<file path="src/rtl/regfile_sb.sv">
// regfile_sb: integer register file with an integrated writeback scoreboard.
//
// Holds NREGS registers of XLEN bits plus one busy bit per register. An
// issuing instruction claims its destination, which sets the busy bit. The
// writeback to that destination clears it. Hazard logic uses rsN_busy and
// issue_ready directly.
//
// Ports:
//   clk, reset              clock; synchronous active-high reset
//   rs1, rs2                combinational read addresses
//   rs1_dout, rs2_dout      read data
//   rs1_busy, rs2_busy      source register has a pending write
//   rd, rd_din, write_enable  synchronous writeback port (also clears busy)
//   issue_valid, issue_rd   destination claim request
//   issue_ready             claim accepted this cycle
//   busy_count              number of busy registers (popcount of busy)
//   dbg_addr, dbg_dout      debug read of the stored (never bypassed) value
//
// Build option: define REGFILE_BYPASS_EN to forward same-cycle writeback data
// and busy-clear to the read ports. dbg_dout is never bypassed.
//
// Issue handshake: a claim happens on a rising edge where issue_valid and
// issue_ready are both 1. issue_ready does not depend on issue_valid, so
// hazard logic may sample it before it raises issue_valid. A claim on r0 is
// accepted but has no effect.

module regfile_sb #(
  parameter int              XLEN    = 32,
  parameter int              NREGS   = 32,
  parameter int              SP_IDX  = 2,
  parameter logic [XLEN-1:0] SP_INIT = 32'h2ffc,
  localparam int             AW      = $clog2(NREGS)
) (
  input  logic            clk,
  input  logic            reset,
  input  logic [AW-1:0]   rs1,
  input  logic [AW-1:0]   rs2,
  output logic [XLEN-1:0] rs1_dout,
  output logic [XLEN-1:0] rs2_dout,
  output logic            rs1_busy,
  output logic            rs2_busy,
  input  logic [AW-1:0]   rd,
  input  logic [XLEN-1:0] rd_din,
  input  logic            write_enable,
  input  logic            issue_valid,
  input  logic [AW-1:0]   issue_rd,
  output logic            issue_ready,
  output logic [AW:0]     busy_count,
  input  logic [AW-1:0]   dbg_addr,
  output logic [XLEN-1:0] dbg_dout
);

  logic [XLEN-1:0] rf [NREGS];
  logic [NREGS-1:0] busy_q;
  logic [NREGS-1:0] busy_d;
  logic [AW:0]      count_q;

  logic wr_hit;
  logic issue_set;
  logic count_inc;
  logic count_dec;

  // Writes to r0 are dropped, so r0 stays zero and is never busy.
  assign wr_hit = write_enable && (rd != '0);

  // A busy destination is accepted only when it is being written back in this
  // cycle. Otherwise the claim would be a WAW hazard.
  assign issue_ready = !busy_q[issue_rd] || (write_enable && (rd == issue_rd));
  assign issue_set   = issue_valid && issue_ready && (issue_rd != '0);

  // Apply the clear first and the set second, so the set wins on the same
  // register.
  always_comb begin
    busy_d = busy_q;
    if (wr_hit)
      busy_d[rd] = 1'b0;
    if (issue_set)
      busy_d[issue_rd] = 1'b1;
  end

  // The count changes only when a bit actually flips. A set on a register
  // that is already busy can happen only together with a clear on the same
  // register, so the count stays the same in that case.
  assign count_inc = issue_set && !busy_q[issue_rd];
  assign count_dec = wr_hit && busy_q[rd] && !(issue_set && (issue_rd == rd));

  always_ff @(posedge clk) begin
    if (reset) begin
      for (int i = 0; i < NREGS; i++)
        rf[i] <= (i == SP_IDX) ? SP_INIT : '0;
      busy_q  <= '0;
      count_q <= '0;
    end else begin
      if (wr_hit)
        rf[rd] <= rd_din;
      busy_q  <= busy_d;
      count_q <= count_q + {{AW{1'b0}}, count_inc} - {{AW{1'b0}}, count_dec};
    end
  end

  assign busy_count = count_q;

  always_comb begin
    rs1_dout = (rs1 == '0) ? '0 : rf[rs1];
    rs2_dout = (rs2 == '0) ? '0 : rf[rs2];
    rs1_busy = busy_q[rs1];
    rs2_busy = busy_q[rs2];
`ifdef REGFILE_BYPASS_EN
    if (wr_hit && (rs1 == rd)) begin
      rs1_dout = rd_din;
      rs1_busy = 1'b0;
    end
    if (wr_hit && (rs2 == rd)) begin
      rs2_dout = rd_din;
      rs2_busy = 1'b0;
    end
`endif
  end

  assign dbg_dout = (dbg_addr == '0) ? '0 : rf[dbg_addr];

endmodule

</file>
<file path="config.mk">
export PLATFORM = sky130hd
export DESIGN_NAME = regfile_sb
export DESIGN_NICKNAME = d
export VERILOG_FILES = /design/src/rtl/regfile_sb.sv
export SDC_FILE = /design/constraint.sdc
export NUM_CORES = 2
export LEC_CHECK = 0
export CAP_MARGIN = 5
export CORE_AREA = 2 2 336 338
export CTS_CLUSTER_SIZE = 16
export DETAILED_ROUTE_END_ITERATION = 8
export DIE_AREA = 0 0 338 340
export DONT_BUFFER_PORTS = 1
export PLACE_DENSITY = 0.85
export SYNTH_ARGS = -nofsm -noshare
export SYNTH_HDL_FRONTEND = slang
export SYNTH_SLANG_ARGS = --single-unit
</file>
<file path="constraint.sdc">
create_clock -name clk -period 3.68 [get_ports clk]
set_input_delay 0.552 -clock clk [delete_from_list [all_inputs] [get_ports clk]]
set_output_delay 0.552 -clock clk [all_outputs]
set_load 0.05 [all_outputs]
</file>
==> impl_metrics.csv <==
group,metric,value,unit
outcome,run_status,"finished clean",
setup_path,critical_path_endpoint_category,"output pin",
clocking,cts_sink_count,1062,
pwr,power.density_cell_area,443,nW/um2
synthesis,synth_top_area_cell,"sky130_fd_sc_hd__edfxtp_1",
global_routing,first_global_vias,44900,
synthesis,synthesis.yosys.warnings,0,
global_routing,grt_use_total,0.404,
clocking,hold_buf_count_cts,2,
route,detailroute.via_count,44700,
clocking,tritoncts.num_buffers,112,
final_layout,final_net_count,4044,
placement,preCtsSetupSlack,219,ps
synthesis,async_reset_ff_frac,0,
floorplanning,die_y,340,um
pwr,ir_worst_vdd,515,uV
final_layout,area.growth.synth_to_final,9.21,%
sta,setup_tns,0,ps
clocking,cts_tree,"done",
pwr,total_power,31.5,mW
route,detail_route.vias_per_cell,7.98,
worst_hold_path,worstHoldPathCells,1,
final_layout,final_design_area_no_fill,71300,um2
setup_path,worstPathArrival,3010,ps
setup_path,worst-path-buf-inv,2,
sta,setup_violations,0,
route,antenna_violating_nets_post_route,0,
worst_hold_path,whs_endpoint,"rf[2][2]",
clocking,ctsRootBufferMaster,"sky130_fd_sc_hd__clkbuf_16",
sta,top_achievable_clock_speed,0.281,GHz
placement,detailed_place.area,67300,um2
route,wl_per_cell,41.0,um
synthesis,synth.avg_cell_area,15.8,um2
synthesis,synthesis.instances,4127,
clocking,htree_levels,3,
floorplanning,die-area,115000,um2
synthesis,synth-seq-cells,1062,
final_layout,multi_input_area,31600,um2
floorplanning,fp.coreArea,112000,um2
floorplanning,chipWidth,338,um
synthesis,yosys.cell_types.count,49,
sta,max_slew.worst_pin.slew,1370,ps
setup_path,r2r-start,"busy_q[7]",
route,dr.first_iter.drc_count,9212,
worst_hold_path,hp-start,"rd_din[2]",
setup_path,r2r-end,"busy_count[5]",
global_routing,grt_start_max_net_pins,266,
setup_path,category_of_the_most_critical_setup_path,"in -> out",
sta,relSlewSlack,0.0782,
synthesis,netlist_area,65300,um2
floorplanning,placement_rows,123,
synthesis,dominantRegCellSynth,"sky130_fd_sc_hd__edfxtp_1",
final_layout,layout.core_utilization,0.639,
clocking,clock_tree.buffer_depth,3,
worst_hold_path,min_path_type,"in -> reg",
synthesis,synth_enable_flop_cells,1024,
setup_path,r2r.worst_path.cells,12,
final_layout,final_layout_size_suffix_gt1_frac,0.342,
final_layout,num-fill-cells,7275,
setup_path,cp_slowest_stage_delay,810,ps
setup_path,crit_top_cell,"sky130_fd_sc_hd__mux4_2",
global_routing,global_route.overflow_total,0,
setup_path,critPathLaunchType,"input port",
setup_path,worstPathCellList,"mux4_2 > mux4_2 > inv_1 > o21ai_1 > buf_4",
route,drt_drc_violations_left,0,
job,max_cap_viol_count,0,
sta,finalHoldViolCount,0,
global_routing,antenna_violations_before_repair,23,
setup_path,crit_slowest_cell,"sky130_fd_sc_hd__mux4_2",
sta,timing.final.max_slew_violations,0,
setup_path,required,3130,ps
placement,port_buffers,0,
sta,final_min_period_over_clock_period,0.968,
synthesis,cell_types_occupying_the_most_area_after_synthesis,"sky130_fd_sc_hd__edfxtp_1, sky130_fd_sc_hd__mux4_2, sky130_fd_sc_hd__and2_1",
placement,gp_congestion,0.951,
clocking,path_clk_slew,60,ps
clocking,cts_setup_buffers,0,
route,route.final.wire_length,229000,um
setup_path,path_delay_family,"multiplexers",
sta,layout_setup_ws,118,ps
synthesis,seq_area_frac_synth,0.483,
floorplanning,ioPinCount,166,
clocking,clk_latency,720,ps
floorplanning,starting_density,0.585,
sta,min_period,3560,ps
pwr,p_leak,24.2,nW
global_routing,grt_first_pass_wirelength,322000,um
setup_path,path_max_fanout,265,
synthesis,netlist.area_leader.share,0.471,
sta,rsz0062_at_grt,"no",
clocking,post_cts_resize_count,0,
placement,post-dp-hpwl,122000,um
route,drtPass1Iterations,6,
sta,timing.clock.skew,19.4,ps
final_layout,seq_area,31500,um2
setup_path,worst-r2r-setup-slack,410,ps
==> flip-flops by register name, indices dropped and copies added (netlist names) <==
signal / flops
busy_q: 32
busy_count: 6
rf: 1024
==> worst register-to-register path, delay by kind of cell (launching register included) <==
kind	cells	cell delay [ps]
flip-flops	1	350
multiplexers	2	830
AO/OA/AOI/OAI	7	1420
buffers and inverters	1	40
adder cells (fa/ha/maj)	2	520
==> synth_stat cells (3+ instances only) <==
cell                        instances
sky130_fd_sc_hd__xor2_1             4
sky130_fd_sc_hd__mux4_2           988
sky130_fd_sc_hd__a21bo_2            4
sky130_fd_sc_hd__buf_4             33
sky130_fd_sc_hd__nand2_1          111
sky130_fd_sc_hd__and2_1           984
sky130_fd_sc_hd__nand3b_1           9
sky130_fd_sc_hd__inv_1            137
sky130_fd_sc_hd__ha_1               6
sky130_fd_sc_hd__a22o_1            25
sky130_fd_sc_hd__a2bb2o_1           3
sky130_fd_sc_hd__a21o_1            28
sky130_fd_sc_hd__nor2_1            82
sky130_fd_sc_hd__nor2b_1            7
sky130_fd_sc_hd__buf_6             17
sky130_fd_sc_hd__o41ai_1            3
sky130_fd_sc_hd__a21oi_1           26
sky130_fd_sc_hd__nand3_1            7
sky130_fd_sc_hd__o22ai_1            4
sky130_fd_sc_hd__buf_1             38
sky130_fd_sc_hd__xnor2_1            5
sky130_fd_sc_hd__o21bai_1           8
sky130_fd_sc_hd__a2bb2oi_1          4
sky130_fd_sc_hd__o21ai_1           96
sky130_fd_sc_hd__mux2i_1           16
sky130_fd_sc_hd__edfxtp_1        1024
sky130_fd_sc_hd__or3_1             13
sky130_fd_sc_hd__clkbuf_1         310
sky130_fd_sc_hd__buf_2             67
sky130_fd_sc_hd__dfxtp_1           38
sky130_fd_sc_hd__nor3_1             5
==> stage by stage <==
step | hold WS, ps | std cells
after floorplan | 477 | 4158
after global placement | 520 | 5359
after detailed placement | 530 | 5359
after CTS | 3.53 | 5565
after global routing | 11.3 | 5571
final | 14.0 | 5600
==> logic make-up after synthesis <==
logic type | share of synthesized area
AO/OA/AOI/OAI | 0.0201
XOR/XNOR | 0.00121
adder cells (fa/ha/maj) | 0.00146
buffers and inverters | 0.0398
flip-flops | 0.483
multiplexers | 0.344
other | 0.0000575
AND/OR/NAND/NOR | 0.111
==> power by group <==
part	leakage (nW)	internal, mW	switching [mW]
Combinational	12.3	2.39	2.50
Sequential	10.1	14.0	0.610
Clock	1.86	7.09	5.01
==> layout make-up <==
cell class | instances | share of cell area
multi-input combinational | 2494 | 0.443
sequential | 1062 | 0.442
clock buffer | 144 | 0.0422
tap | 1500 | 0.0263
timing repair buffer | 169 | 0.0259
clock inverter | 60 | 0.0116
inverter | 137 | 0.00722
antenna | 34 | 0.00119
==> layout by cell type (no fill, tap or decap), drive strengths merged, types with 5 or more instances in the layout <==
cell type / synthesis / layout
nor2: 82 / 82
nor3: 5 / 5
a21oi: 26 / 26
mux2i: 16 / 16
nand3b: 9 / 9
nand2: 111 / 111
ha: 6 / 6
clkbuf: 310 / 144
nor2b: 7 / 7
mux4: 988 / 988
a21o: 28 / 28
or3: 13 / 13
conb: 1 / 32
dfxtp: 38 / 38
bufinv: 0 / 19
diode: 0 / 34
edfxtp: 1024 / 1024
a22o: 25 / 25
and2: 984 / 984
clkinv: 0 / 34
buf: 155 / 168
o21bai: 8 / 8
o21ai: 98 / 98
inv: 137 / 140
xnor2: 5 / 5
nand3: 7 / 7
==> layer usage <==
metal  vias up  wire [um]  global-route usage
met4        14      19300               0.271
met1     21900      65100               0.489
met2      5380      99900               0.575
met5         -        104             0.00501
li1      16000          -                   -
met3      1431      44900               0.195
==> worst max path at each step <==
stage / from / to / cells past startpoint
after floorplan: issue_rd[1] / busy_count[5] / 16
after global placement: rd[0] / busy_count[4] / 13
after detailed placement: rd[0] / busy_count[5] / 12
after CTS: rf[31][31] / dbg_dout[31] / 4
after global routing: rf[28][31] / dbg_dout[31] / 4
final: rs2[0] / rs2_dout[0] / 5
(Power assumes the default switching activity.)
